**src/rtl/flash_read_burst.sv**
```systemverilog
// SPI-NOR read controller: READ DATA (0x03 / 0x0B + dummy), READ ID and READ STATUS over
// the byte-level spi_master handshake; payload bytes stream out tagged with valid/last.
module flash_read_burst #(
  parameter int ADDR_BYTES = 3,
  parameter int MAX_LEN    = 256,
  parameter int LEN_W      = 9,
  parameter int ID_BYTES   = 3,
  parameter int FAST_READ  = 0
) (
  input  logic                    clk,
  input  logic                    rst_n,
  input  logic                    rd_id,
  input  logic                    rd_status,
  input  logic                    rd_data,
  input  logic [8*ADDR_BYTES-1:0] rd_addr,
  input  logic [LEN_W-1:0]        rd_len,
  output logic                    busy,
  output logic                    trans_req,
  output logic [7:0]              tx_dout,
  input  logic [7:0]              rx_din,
  input  logic                    trans_done,
  output logic [7:0]              dout,
  output logic [1:0]              dout_tag,
  output logic                    dout_vld,
  output logic                    dout_last,
  output logic                    done,
  output logic                    err
);

  localparam int AW       = 8 * ADDR_BYTES;
  localparam int HDR_DATA = 1 + ADDR_BYTES + FAST_READ;

  localparam logic [1:0] TAG_DATA = 2'd0;
  localparam logic [1:0] TAG_ID   = 2'd1;
  localparam logic [1:0] TAG_STAT = 2'd2;

  typedef enum logic [1:0] {IDLE, HDR, PAYLD, DONE} state_t;

  typedef struct packed {
    logic [1:0]       mode;
    logic [AW-1:0]    addr;
    logic [LEN_W-1:0] len;
  } req_t;

  state_t           state_q, state_d;
  req_t             req_q, req_d;
  logic [2:0]       hdr_cnt_q, hdr_cnt_d;
  logic [LEN_W-1:0] pay_cnt_q, pay_cnt_d;
  logic [7:0]       tx_q, tx_d;
  logic [7:0]       dout_q, dout_d;
  logic [1:0]       tag_q, tag_d;
  logic             vld_q, vld_d;
  logic             last_q, last_d;
  logic             err_q, err_d;

  function automatic logic [7:0] opcode(input logic [1:0] mode);
    case (mode)
      TAG_ID:   return 8'h9F;
      TAG_STAT: return 8'h05;
      default:  return (FAST_READ != 0) ? 8'h0B : 8'h03;
    endcase
  endfunction

  // Byte idx of the header: opcode, address MSB first, then the dummy byte.
  function automatic logic [7:0] hdr_byte(input req_t r, input logic [2:0] idx);
    logic [AW-1:0] sh;
    sh = '0;
    if (idx == 3'd0) return opcode(r.mode);
    if (int'(idx) <= ADDR_BYTES) begin
      sh = r.addr >> (8 * (ADDR_BYTES - int'(idx)));
      return sh[7:0];
    end
    return 8'h00;
  endfunction

  function automatic logic [2:0] hdr_len(input logic [1:0] mode);
    return (mode == TAG_DATA) ? 3'(HDR_DATA) : 3'd1;
  endfunction

  function automatic logic [LEN_W-1:0] pay_len(input req_t r);
    case (r.mode)
      TAG_ID:   return LEN_W'(ID_BYTES);
      TAG_STAT: return LEN_W'(1);
      default:  return r.len;
    endcase
  endfunction

  always_ff @(posedge clk or negedge rst_n) begin
    if (!rst_n) begin
      state_q   <= IDLE;
      req_q     <= '0;
      hdr_cnt_q <= '0;
      pay_cnt_q <= '0;
      tx_q      <= '0;
      dout_q    <= '0;
      tag_q     <= '0;
      vld_q     <= 1'b0;
      last_q    <= 1'b0;
      err_q     <= 1'b0;
    end else begin
      state_q   <= state_d;
      req_q     <= req_d;
      hdr_cnt_q <= hdr_cnt_d;
      pay_cnt_q <= pay_cnt_d;
      tx_q      <= tx_d;
      dout_q    <= dout_d;
      tag_q     <= tag_d;
      vld_q     <= vld_d;
      last_q    <= last_d;
      err_q     <= err_d;
    end
  end

  always_comb begin
    req_t acc;
    logic go;
    state_d   = state_q;
    req_d     = req_q;
    hdr_cnt_d = hdr_cnt_q;
    pay_cnt_d = pay_cnt_q;
    tx_d      = tx_q;
    dout_d    = dout_q;
    tag_d     = tag_q;
    vld_d     = 1'b0;
    last_d    = 1'b0;
    err_d     = 1'b0;
    acc       = '{mode: TAG_DATA, addr: rd_addr, len: rd_len};
    go        = 1'b0;
    case (state_q)
      IDLE: begin
        // Fixed priority; requests that lose in the same cycle are dropped.
        if (rd_id) begin
          acc.mode = TAG_ID;
          go       = 1'b1;
        end else if (rd_status) begin
          acc.mode = TAG_STAT;
          go       = 1'b1;
        end else if (rd_data) begin
          if (rd_len != '0 && rd_len <= LEN_W'(MAX_LEN)) go = 1'b1;
          else                                          err_d = 1'b1;
        end
        if (go) begin
          req_d     = acc;
          state_d   = HDR;
          hdr_cnt_d = '0;
          pay_cnt_d = '0;
          tx_d      = opcode(acc.mode);
        end
      end
      HDR: begin
        if (trans_done) begin
          if (hdr_cnt_q + 3'd1 == hdr_len(req_q.mode)) begin
            state_d   = PAYLD;
            hdr_cnt_d = '0;
            tx_d      = 8'h00;
          end else begin
            hdr_cnt_d = hdr_cnt_q + 3'd1;
            tx_d      = hdr_byte(req_q, hdr_cnt_q + 3'd1);
          end
        end
      end
      PAYLD: begin
        if (trans_done) begin
          dout_d    = rx_din;
          tag_d     = req_q.mode;
          vld_d     = 1'b1;
          pay_cnt_d = pay_cnt_q + LEN_W'(1);
          if (pay_cnt_q + LEN_W'(1) == pay_len(req_q)) begin
            last_d  = 1'b1;
            state_d = DONE;
          end
        end
      end
      default: state_d = IDLE;
    endcase
  end

  // Handshake/status outputs follow the registered state so reset clears them at once.
  assign busy      = (state_q != IDLE);
  assign trans_req = (state_q == HDR) || (state_q == PAYLD);
  assign done      = (state_q == DONE);
  assign tx_dout   = tx_q;
  assign dout      = dout_q;
  assign dout_tag  = tag_q;
  assign dout_vld  = vld_q;
  assign dout_last = last_q;
  assign err       = err_q;

endmodule

```
**config.mk**
```make
export PLATFORM = sky130hd
export DESIGN_NAME = flash_read_burst
export DESIGN_NICKNAME = d
export VERILOG_FILES = /design/src/rtl/flash_read_burst.sv
export SDC_FILE = /design/constraint.sdc
export NUM_CORES = 1
export LEC_CHECK = 0
export BUFFER_PORTS_ARGS = -buffer_cell sky130_fd_sc_hd__buf_2
export CAP_MARGIN = 10
export CORE_UTILIZATION = 39
export CTS_CLUSTER_SIZE = 24
export DETAILED_ROUTE_END_ITERATION = 7
export GPL_TIMING_DRIVEN = 0
export PLACE_DENSITY = 0.56
export REMOVE_ABC_BUFFERS = 1
export SYNTH_ARGS = -nofsm -noshare
export SYNTH_HDL_FRONTEND = slang
export SYNTH_SLANG_ARGS = --single-unit
```
**constraint.sdc**
```tcl
create_clock -name clk -period 2.7 [get_ports clk]
set_input_delay 0.135 -clock clk [delete_from_list [all_inputs] [get_ports clk]]
set_output_delay 0.135 -clock clk [all_outputs]
set_load 0.02 [all_outputs]
```
Word level (Yosys, flattened, before mapping)
Cells that the tools add are included.
{"block": "word_totals", "regBits": 70, "in_bits": 47, "elab_cells": 100}
{"block": "classes", "n_addsub": 3, "n_lt_le_gt_ge": 2, "eq_ne": 14, "shift": 1, "n_mux": 54, "n_reduce_logical": 14}
{"cell": "$mux W8", "count": 7}
{"cell": "$pmux W8 S2", "count": 3}
{"cell": "$mux W9", "count": 4}
{"cell": "$pmux W9 S2", "count": 2}
{"cell": "$shr A24 B32 Y8", "count": 1}
{"cell": "$mux W1", "count": 24}
{"cell": "$mux W2", "count": 8}
{"cell": "$mux W3", "count": 4}
{"cell": "$ne A2 B2 Y1 const B", "count": 5}
{"cell": "$add A9 B1 Y9 const B", "count": 1}
{"cell": "$eq A9 B9 Y1", "count": 1}
{"cell": "$le A9 B9 Y1 const B", "count": 1}
{"cell": "$reduce_bool A9 Y1", "count": 1}
{"cell": "$eq A2 B2 Y1 const B", "count": 4}
{"cell": "$eq A2 B1 Y1 const B", "count": 3}
{"cell": "$pmux W2 S3", "count": 1}
{"cell": "$pmux W3 S2", "count": 1}
{"cell": "$reduce_and A3 Y1", "count": 2}
{"cell": "$reduce_bool A2 Y1", "count": 3}
{"cell": "$reduce_and A5 Y1", "count": 1}
{"cell": "$logic_not A2 Y1", "count": 2}
{"cell": "$reduce_and A2 Y1", "count": 2}
{"cell": "$sub A2 B3 Y4 const A", "count": 1}
{"cell": "$add A3 B1 Y3 const B", "count": 1}
{"cell": "other kinds (5)", "count": 5}

Depth between registers and ports, before layout
Gate-level depths: netlist (run 1).
{"block": "depth", "ltp_word": 15, "ltp_mapped": 10}

Worst setup path after synthesis (run 1)
Ideal clock, no wire load.
{"block": "synth_timing", "kind": "flip-flop to flip-flop", "startpoint": "register req_q[33] (netlist bit)", "endpoint": "register state_q[1]", "t_arrival_ps": 2315, "t_required_ps": 2572, "setup_slack_ps": 257, "path_stages_with_launch": 9, "path_buffers": 0, "synth_period_minus_slack_ps": 2443, "cell_sequence": "dfrtp_1 inv_1 ha_1 nor2b_1 xnor3_1 or3b_4 a2111oi_4 a31oi_1 mux2_1"}
{"block": "synth_between", "elab_chain_cells": 7, "elab_cells_between_ends": 12, "classes_between": "eq/ne (6); mux (4); reduce/logical (2)"}
{"element": "start, declared", "line": "46", "text": "req_t req_q, req_d;"}
{"element": "start signal, assigned", "line": "102", "text": "req_q <= req_d;"}
{"element": "$eq A2 B2 Y1 / $eq A2 B1 Y1 (equally long branches)", "line": "81", "text": "case (r.mode)"}
{"element": "$pmux W9 S2", "line": "81"}
{"element": "$mux W9", "line": "163", "text": "if (trans_done) begin"}
{"element": "$mux W9", "line": "129", "text": "case (state_q)"}
{"element": "$eq A9 B9 Y1", "line": "168", "text": "if (pay_cnt_q + LEN_W'(1) == pay_len(req_q)) begin"}
{"element": "$ne A2 B2 Y1 (no line)"}
{"element": "$reduce_and A5 Y1 (no line) *"}
{"element": "end signal, assigned", "line": "101", "text": "state_q <= state_d;"}
{"element": "end, declared", "line": "45", "text": "state_t state_q, state_d;"}
Every way passes the cells marked *; elsewhere a longest branch is shown, timed or not. The select of a mux whose other input is x is not followed.
A chain may end at the register's enable or synchronous reset.

Worst setup path after layout (run 1)
Same ends and word-level chain as after synthesis.

==> results of run 1 <==
how the worst max path moves through the flow:
stage | cells after the start | slack, ps | to | startpoint
2_1_floorplan | 4 | -360 | req_q[28] | rd_len[1]
3_3_place_gp | 5 | -1290 | req_q[30] | rd_len[5]
3_5_place_dp | 5 | -350 | state_q[1] | hdr_cnt_q[0]
4_1_cts | 5 | 80 | state_q[1] | hdr_cnt_q[0]
5_1_grt | 8 | 7 | state_q[1] | req_q[33]
6_report | 8 | 160 | state_q[1] | req_q[33]
routing by layer:
layer,GRT usage,up-vias
met5,0,-
met4,0.0803,0
met3,0.0402,11
met2,0.256,73
met1,0.242,1366
li1,-,1331
what timing repair did:
item | in CTS | in global routing
resized for setup | 6 | 2
setup buffers | 0 | 1
endpoints found under the setup margin | 2 | 2
pin swaps | 0 | 1
endpoints found under the hold margin | 79 | 0
hold buffers | 10 | 0
layout make-up:
type,instances,share of cell area
inverter,12,0.00965
tap,129,0.0346
timing repair buffer,85,0.109
clock buffer,12,0.0354
multi-input combinational,229,0.419
sequential,70,0.376
clock inverter,4,0.0164
sequential cells by signal (all words and copies together), names as in the netlist:
name and cells:
req_q 35, pay_cnt_q 9, dout 8, tx_dout 8, hdr_cnt_q 3, dout_tag 2
state_q 2, dout_last 1, dout_vld 1, err 1
metrics by stage:
stage	instances	utilization
after floorplan	311	-
after global placement	510	0.452
after detailed placement	514	0.458
after CTS	540	0.496
after global routing	541	0.498
final	541	0.498
worst max-delay path: cells and delay by family (launching register included):
kind                     cells  cell delay, ps
buffers and inverters        1             110
flip-flops                   1             400
AO/OA/AOI/OAI                2             480
XOR/XNOR                     1             250
adder cells (fa/ha/maj)      1             370
AND/OR/NAND/NOR              2             460
multiplexers                 1             340
synth_stat cells (5+ instances only):
| cell | number | area share |
|---|---|---|
| mux2_2 | 21 | 0.062 |
| nand2_1 | 17 | 0.017 |
| inv_1 | 12 | 0.012 |
| mux2_4 | 28 | 0.11 |
| nor2b_1 | 12 | 0.020 |
| xnor2_1 | 15 | 0.034 |
| nand3_1 | 6 | 0.0078 |
| nor2_1 | 26 | 0.026 |
| ha_1 | 12 | 0.039 |
| buf_6 | 5 | 0.015 |
| o21ai_0 | 16 | 0.021 |
| dfrtp_1 | 70 | 0.46 |
| a21oi_1 | 8 | 0.010 |
power by group:
part / internal [W] / leakage [nW] / switching [W] / total (W)
sequential: 0.00150 / 0.853 / 0.000306 / 0.00180
clock: 0.000600 / 0.119 / 0.000417 / 0.00102
combinational: 0.00146 / 1.18 / 0.00140 / 0.00285
total: 0.00355 / 2.15 / 0.00212 / 0.00567
logic make-up (layout without fill, tap and decap cells):
family,count (synthesis),count (layout),share of synthesized area
simple gates,83,83,0.113
mux,51,51,0.177
compound gates,63,63,0.124
flops,70,70,0.458
buf+inv,26,113,0.0386
fa+ha+maj,12,12,0.0392
xor+xnor,20,20,0.0494
==> results.md, run 1 <==
* CP Capture Type: register
* Filler Cells Inserted at 900
* Total congestion overflow at 0
* Highest metal layer with signal wires: met4
* Multi-input gate area at 1950 sq um
* Hold EP: req_q[10]
* Residual DRC at 0
* Cell chosen for the clock root: clkbuf_8
* Met3 routed WL at 412 microns
* DRT antenna net count at 0
* Slowest stage delay, CP at 400 ps
* Hold Startpoint: rd_addr[1]
* FF+latch count, synth at 70
* HP Class: input port to register
* Vias in the first global route at 2,689
* Num ports at 71
* CP required at 2930 ps
* CP Max Fanout at 11
* Post-Syn Area per Cell at 11.8 sq um
* Reg clk slew, reported paths at 80 ps
* Via count at 2,781
* Most common cell after layout, fill and taps aside: buf_2
* FF-to-FF End: state_q[1]
* Crit share post-route at 0.941
* Least-Margin Pin Slew at 883 ps
* Critical Path AT at 2770 ps
* Post-route total power at 0.00567 W
* Mean number of vias per cell at 5.14
* Max transition margin at 0.411
* Crit Reg-Reg Startpoint: req_q[33]
* Asr flop ratio synth at 1.00
* Die area at 10,200 sq um
* Register area share after synthesis at 0.458
* Placed Area at 4290 sq um
* Worst vdd ir at 0.547 mV
* Achievable Freq at 394 MHz
* Ant diodes at 0
* PwrDens at 1220 nW/um^2
* Main synth FF type: dfrtp_1
* Setup-failing EPs final at 0
* GP Congestion at 0.755
* Synthesized cell area at 3830 sq um
* FF/Latch Area at 1750 sq um
* PnR worst setup slack at 159 ps
* Initial DRC Count at 143
* Num CTS Buffers at 9
* Core area at 9370 sq um
* Largest net degree at the start of global routing at 71
* M1 WL at 3.92 mm
* Worst slack, placed at -347 ps
* First-pass GRT wire length at 13.5 mm
* Count of pins over their slew limit at 0
* Initial Util at 0.408
* Die Span Y at 101 microns
* CTS tree: done
* P_leak at 2.15 nW
* Design area at 4670 sq um
* DP Wirelength at 5.66 mm
* Hold WS at 14.8 ps
* Most frequent cells in the layout: buf_2 (70), dfrtp_1 (69), mux2_4 (28)
* Status: finished clean
* Slowest cell on crit path: dfrtp_1
* Global Route Usage Sum at 0.174
* Setup Skew at 7.75 ps
* Row count at 35
* Count of input and output buffers at 70
* Area growth syn-to-layout at 21.9%
* RSZ-0062 raised after global routing: no
* Die W at 101 microns
* Share of layout cells above drive strength 1 at 0.371
* Reg2reg setup slack at 160 ps
* Min cycle time layout at 2540 ps
* Synth warn at 0
* Clock Tree Buf Depth at 2
* Maxcap violations at 0
* Met2 wire len at 3.58 mm
* Average wire per standard cell at 14.9 microns
* Routed WL at 8.07 mm
* Clock Sinks at 70
* Post-synthesis cell count at 325
* Router iterations before antenna repair at 4
* Hold Crit Depth at 2
* Max H-tree Level at 3
* Setup TNS Final at 0 ps
* Initial antenna violation count at 0
* Critical path class: register to register
* Synth cell types at 64
* Clk_lat worst skew at 350 ps
* Final Hold Viols at 0
* Post-synth EDFFs at 0
* Crit path cell chain: inv_1 -> ha_4 -> nor2b_4 -> xnor3_1 -> or3b_4 -> a2111oi_4 -> a31oi_1 -> mux2_1
* Net count, final at 466
* Startpoint types: register
* R2r worst-path depth at 8
No activity file was read; power rests on OpenSTA's default activity.
==> inputs of run 2 (changes only) <==
--- a/config.mk
+++ b/config.mk
@@ -11,6 +11,7 @@
 export CTS_CLUSTER_SIZE = 24
 export DETAILED_ROUTE_END_ITERATION = 7
 export GPL_TIMING_DRIVEN = 0
+export HOLD_SLACK_MARGIN = 0.08
 export PLACE_DENSITY = 0.56
 export REMOVE_ABC_BUFFERS = 1
 export SYNTH_ARGS = -nofsm -noshare
==> run 2 against run 1 <==
Design area grew 7.1%. Register-to-register slack is essentially flat. Clock power is essentially flat. Global-route usage grew 0.84 points. Wire length grew 4.9%. Worst setup slack lost 5.0 ps. Maximum frequency shrank 0.20%. Power grew 0.82%. Final cell count grew 6.1%.
==> results.md, run 2 (synthesis gave the netlist of run 1 again) <==
* M1 WL at 4.03 mm
* DRT antenna net count at 0
* Die W at 101 microns
* Largest net degree at the start of global routing at 71
* Final Hold Viols at 0
* CP required at 2930 ps
* Most frequent cells in the layout: buf_2 (70), dfrtp_1 (69), dlygate4sd3_1 (43)
* Highest metal layer with signal wires: met4
* Area growth syn-to-layout at 30.6%
* Least-Margin Pin Slew at 888 ps
* Reg clk slew, reported paths at 80 ps
* Initial Util at 0.408
* Setup Skew at 7.90 ps
* Count of input and output buffers at 70
* R2r worst-path depth at 8
* Die Span Y at 101 microns
* Status: finished clean
* Filler Cells Inserted at 868
* Hold Crit Depth at 2
* Achievable Freq at 393 MHz
* Crit share post-route at 0.943
* Vias in the first global route at 2,862
* Max transition margin at 0.408
* DP Wirelength at 5.66 mm
* Clock Sinks at 70
* CP Capture Type: register
* Num ports at 71
* Cell chosen for the clock root: clkbuf_8
* Finished Core Util at 0.533
* CP Max Fanout at 11
* Critical path class: register to register
* Via count at 2,906
* First-pass GRT wire length at 14.2 mm
* Die area at 10,200 sq um
* Clock Tree Buf Depth at 2
* Num CTS Buffers at 9
* Biggest register: req_q
* Global Route Usage Sum at 0.182
* Max H-tree Level at 3
* Core area at 9370 sq um
* Mean number of vias per cell at 5.06
* Routed WL at 8.47 mm
* GP Congestion at 0.755
* Most common cell after layout, fill and taps aside: buf_2
* Min cycle time layout at 2550 ps
* PwrDens at 1140 nW/um^2
* P_leak at 2.29 nW
* Row count at 35
* Initial antenna violation count at 0
* Worst vdd ir at 0.549 mV
* CTS tree: done
* Dpl cells at 514
* Fin cells at 574
* Critical Path AT at 2780 ps
* Startpoint types: register
* Count of pins over their slew limit at 0
* Largest registers: req_q (35), pay_cnt_q (9)
* Share of layout cells above drive strength 1 at 0.344
* HP Class: input port to register
* Router iterations before antenna repair at 4
* Setup-failing EPs final at 0
* Largest register FFs at 35
* Net count, final at 499
* Initial DRC Count at 147
* Residual DRC at 0
* Maxcap violations at 0
* RSZ-0062 raised after global routing: no
* Ant diodes at 0
* Average wire per standard cell at 14.7 microns
* Clk_lat worst skew at 350 ps
* Met3 routed WL at 384 microns
* Total congestion overflow at 0
* Met2 wire len at 3.90 mm
## run 2: timing repair
action,4_1_cts,5_1_grt
buffers inserted,0,1
endpoints found under the setup margin,2,2
endpoints found under the hold margin,112,0
pin swaps,0,1
resized for setup,6,2
hold buffers,43,0
## run 2: cell type report
class,count,area [sq um],share of cell area
clock buffer,12,165,0.0331
clock inverter,4,76.3,0.0153
inverter,12,45.0,0.00902
multi-input combinational,229,1950,0.391
sequential,70,1750,0.351
tap,129,161,0.0323
timing repair buffer,118,841,0.168
## run 2: stage by stage
step | hold WS (ps) | power, W | TNS, ps | area (sq um) | setup WS [ps]
2_1_floorplan | -161 | 0.00389 | -9450 | 3720 | -355
3_3_place_gp | 366 | 0.00451 | -42630 | 4240 | -1290
6_report | 117 | 0.00572 | 0 | 5000 | 154
4_1_cts | 95.9 | 0.00574 | 0 | 4980 | 81.2
3_5_place_dp | 328 | 0.00460 | -1280 | 4290 | -347
5_1_grt | 122 | 0.00611 | 0 | 5000 | 7.29
## run 2: where the power goes
| group | internal [W] | switching (W) |
|---|---|---|
| combinational | 0.00149 | 0.00141 |
| sequential | 0.00150 | 0.000307 |
| clock | 0.000600 | 0.000422 |
| total | 0.00359 | 0.00213 |
## run 2: final timing paths
kind | start | to | slack (ps)
setup reg to reg | req_q[33] | state_q[1] | 150
max in group asynchronous | rst_n | hdr_cnt_q[0] | 1620
setup / recovery | req_q[33] | state_q[1] | 150
hold / removal | rd_id | req_q[33] | 120
hold reg to reg | dout_tag[0] | dout_tag[0] | 490
min in group asynchronous | rst_n | req_q[21] | 460
## run 2: critical path, stage by stage, from the launching register on
cell and delay, ps:
dfrtp_1 410, inv_1 110, ha_4 370, nor2b_4 70, xnor3_1 250, or3b_4 390
a2111oi_4 330, a31oi_1 150, mux2_1 340
## run 2: metal layers
metal  up-vias  GRT usage
met4         0     0.0803
li1       1402          -
met2        79      0.281
met1      1414      0.247
met5         -          0
met3        11     0.0381
==> inputs of run 3 (changes only) <==
--- a/config.mk
+++ b/config.mk
@@ -5,6 +5,7 @@
 export SDC_FILE = /design/constraint.sdc
 export NUM_CORES = 1
 export LEC_CHECK = 0
+export ABC_AREA = 1
 export BUFFER_PORTS_ARGS = -buffer_cell sky130_fd_sc_hd__buf_2
 export CAP_MARGIN = 10
 export CORE_UTILIZATION = 39
@@ -12,7 +13,7 @@
 export DETAILED_ROUTE_END_ITERATION = 7
 export GPL_TIMING_DRIVEN = 0
 export HOLD_SLACK_MARGIN = 0.08
-export PLACE_DENSITY = 0.56
+export PLACE_DENSITY = 0.57
 export REMOVE_ABC_BUFFERS = 1
 export SYNTH_ARGS = -nofsm -noshare
 export SYNTH_HDL_FRONTEND = slang
==> run 3 against run 2 <==
The run now ends with DRC left. Via count grew 9.2%. Synthesized cell count increased by 28%. Register-to-register slack better by 310 ps. Sequential power about the same. First-iteration DRC count decreased by 10%. Die area shrank 6.1%. Global-route usage grew 2.5 points. Count of clock-buffer cells in the layout fell by 2. Final cell count is 13% higher. Clock skew about the same. Sequential share of layout area increased by 1.9 points. Largest cell class is now registers.
==> results.md, run 3 <==
* Status: finished with violations
* Violated checks: DRC
* Least-Margin Pin Slew at 878 ps
* Die area at 9590 sq um
* Router iterations before antenna repair at 6
* RSZ-0062 raised after global routing: no
* Share of layout cells above drive strength 1 at 0.232
* Synthesized cell area at 3590 sq um
* Post-synth EDFFs at 0
* CTS tree: done
* Ant diodes at 0
* Count of pins over their slew limit at 0
* Setup TNS Final at 0 ps
* Most common cell after layout, fill and taps aside: nand2_1
* Min cycle time layout at 2270 ps
* Post-CTS Repair Setup Buffers at 0
* Synth top area share at 0.488
* Seq pwr share at 0.331
* Initial antenna violation count at 0
* DP Wirelength at 6.04 mm
* FF+latch count, synth at 70
* Filler Cells Inserted at 846
* Clock Tree Buf Depth at 2
* Synth area leader: dfrtp_1
* Setup Skew at 7.81 ps
* FF/Latch Area at 1750 sq um
* Asr flop ratio synth at 1.00
* Clk_lat worst skew at 360 ps
* Total congestion overflow at 0
* Vias in the first global route at 3,324
* Post-synth top cells: nand2_1 (116), dfrtp_1 (70), nor2_1 (41), o21ai_0 (39), inv_1 (31)
* Routed WL at 8.86 mm
* Critical path class: input port to register
* Main synth FF type: dfrtp_1
* Clock power share at 0.202
* Row count at 34
* Startpoint types: input port
* Pint at 0.00310 W
* Num ports at 71
* First-pass GRT wire length at 15.5 mm
* Initial DRC Count at 132
* Residual DRC at 2
* Post-Syn Area per Cell at 8.62 sq um
* GP Congestion at 0.810
* Die Span Y at 97.9 microns
* Post_cts resized at 0
* Biggest register: req_q
* Largest registers: req_q (35), pay_cnt_q (9)
* Count of input and output buffers at 70
* Net count, final at 593
* Register area share after synthesis at 0.488
* Most frequent cells in the layout: nand2_1 (116), dfrtp_1 (70), buf_2 (69)
* HP Class: input port to register
* Largest net degree at the start of global routing at 44
* Logic pwr share at 0.467
* Top-count cell post-synth: nand2_1
* Achievable Freq at 440 MHz
* DRT antenna net count at 0
* Net Switching at 0.00225 W
* Post-synthesis cell count at 416
* Critical Path AT at 2510 ps
* Reg clk slew, reported paths at 80 ps
* Via count at 3,174
* CP required at 2940 ps
* Largest cells by area after synthesis: dfrtp_1 (49%), nand2_1 (12%), mux2_2 (8.5%), o21ai_0 (5.4%), nor2_1 (4.3%)
* Mean number of vias per cell at 4.91
* Num CTS Buffers at 9
* PwrDens at 1130 nW/um^2
* Finished Core Util at 0.538
* P_leak at 2.32 nW
* Die W at 97.9 microns
* Final Hold Viols at 0
* Synth cell types at 31
* Max transition margin at 0.413
* Crit share post-route at 0.842
* Max H-tree Level at 3
* Largest register FFs at 35
* Global Route Usage Sum at 0.207
* Synth warn at 0
* CP Capture Type: register
* Core area at 8810 sq um
* Cell chosen for the clock root: clkbuf_8
* Maxcap violations at 0
* Initial Util at 0.407
* Worst vdd ir at 0.509 mV
* Area growth syn-to-layout at 32.2%
* Setup-failing EPs final at 0
* Sw frac at 0.420
* Average wire per standard cell at 13.7 microns
* CP Max Fanout at 40
* Clock Sinks at 70
* Multi-input gate area at 1650 sq um
[run 3: stage by stage]
stage	std cells	power [W]	hold slack, ps	area, sq um	setup slack [ps]
floorplan	408	0.00350	-161	3530	915
global placement	586	0.00419	330	4020	433
detailed placement	587	0.00425	95.2	4050	442
CTS	647	0.00540	85.8	4740	417
global route	647	0.00583	106	4740	138
finish	647	0.00535	91.4	4740	427
[run 3: final cells by class]
class | instances | share of cell area
flip-flops and latches | 70 | 0.369
clock inverters | 6 | 0.0245
multi-input cells | 303 | 0.348
clock buffers | 10 | 0.0290
well taps | 108 | 0.0285
inverters | 35 | 0.0277
repair buffers | 115 | 0.173
[run 3: per-layer routing]
layer	global-route usage	share of wire	vias to the layer above
met5	0	0	-
met4	0.0758	0.018	0
met3	0.0422	0.033	14
met2	0.363	0.51	59
met1	0.251	0.44	1507
li1	-	-	1594
[run 3: final timing paths]
| check | startpoint | to | slack (ps) | cells after the start |
|---|---|---|---|---|
| worst max-delay path | rd_len[7] | req_q[7] | 430 | 10 |
| worst min register to register | dout[7] | dout[7] | 480 | 2 |
| max in group asynchronous | rst_n | req_q[13] | 1920 | 3 |
| worst min-delay path | rd_status | req_q[34] | 90 | 3 |
| min in group asynchronous | rst_n | pay_cnt_q[8] | 250 | 2 |
| worst max register to register | req_q[33] | state_q[1] | 460 | 15 |
[run 3: critical path: stages]
cell and delay (ps):
dlygate4sd3_1 540, buf_2 130, nor2_1 100, nand2_1 90, nor2_1 130, nand2_1 80
nand3_1 140, nand2_1 80, nand2_2 630, mux2_2 410
[run 3: kinds of logic (layout without fill, tap and decap cells)]
| logic type | after synthesis | in the layout | share of synthesized area |
|---|---|---|---|
| multiplexers | 30 | 30 | 0.0942 |
| AND/OR/NAND/NOR | 194 | 194 | 0.223 |
| flip-flops | 70 | 70 | 0.488 |
| adder cells (fa/ha/maj) | 12 | 12 | 0.0419 |
| buffers and inverters | 43 | 166 | 0.0523 |
| XOR/XNOR | 2 | 2 | 0.00488 |
| AO/OA/AOI/OAI | 65 | 65 | 0.0952 |
[run 3: what timing repair did]
action                                  in CTS  in global routing
hold endpoints to repair                    96                  0
endpoints found under the setup margin       0                  0
hold buffers                                44                  0
[run 3: power by group through the flow]
stage                     clock network, W  registers [W]  logic, W
final                              0.00108        0.00177   0.00249
after global routing               0.00115        0.00183   0.00285
after CTS                          0.00110        0.00177   0.00253
after detailed placement                 0        0.00179   0.00246
after global placement                   0        0.00177   0.00241
after floorplan                          0        0.00187   0.00163
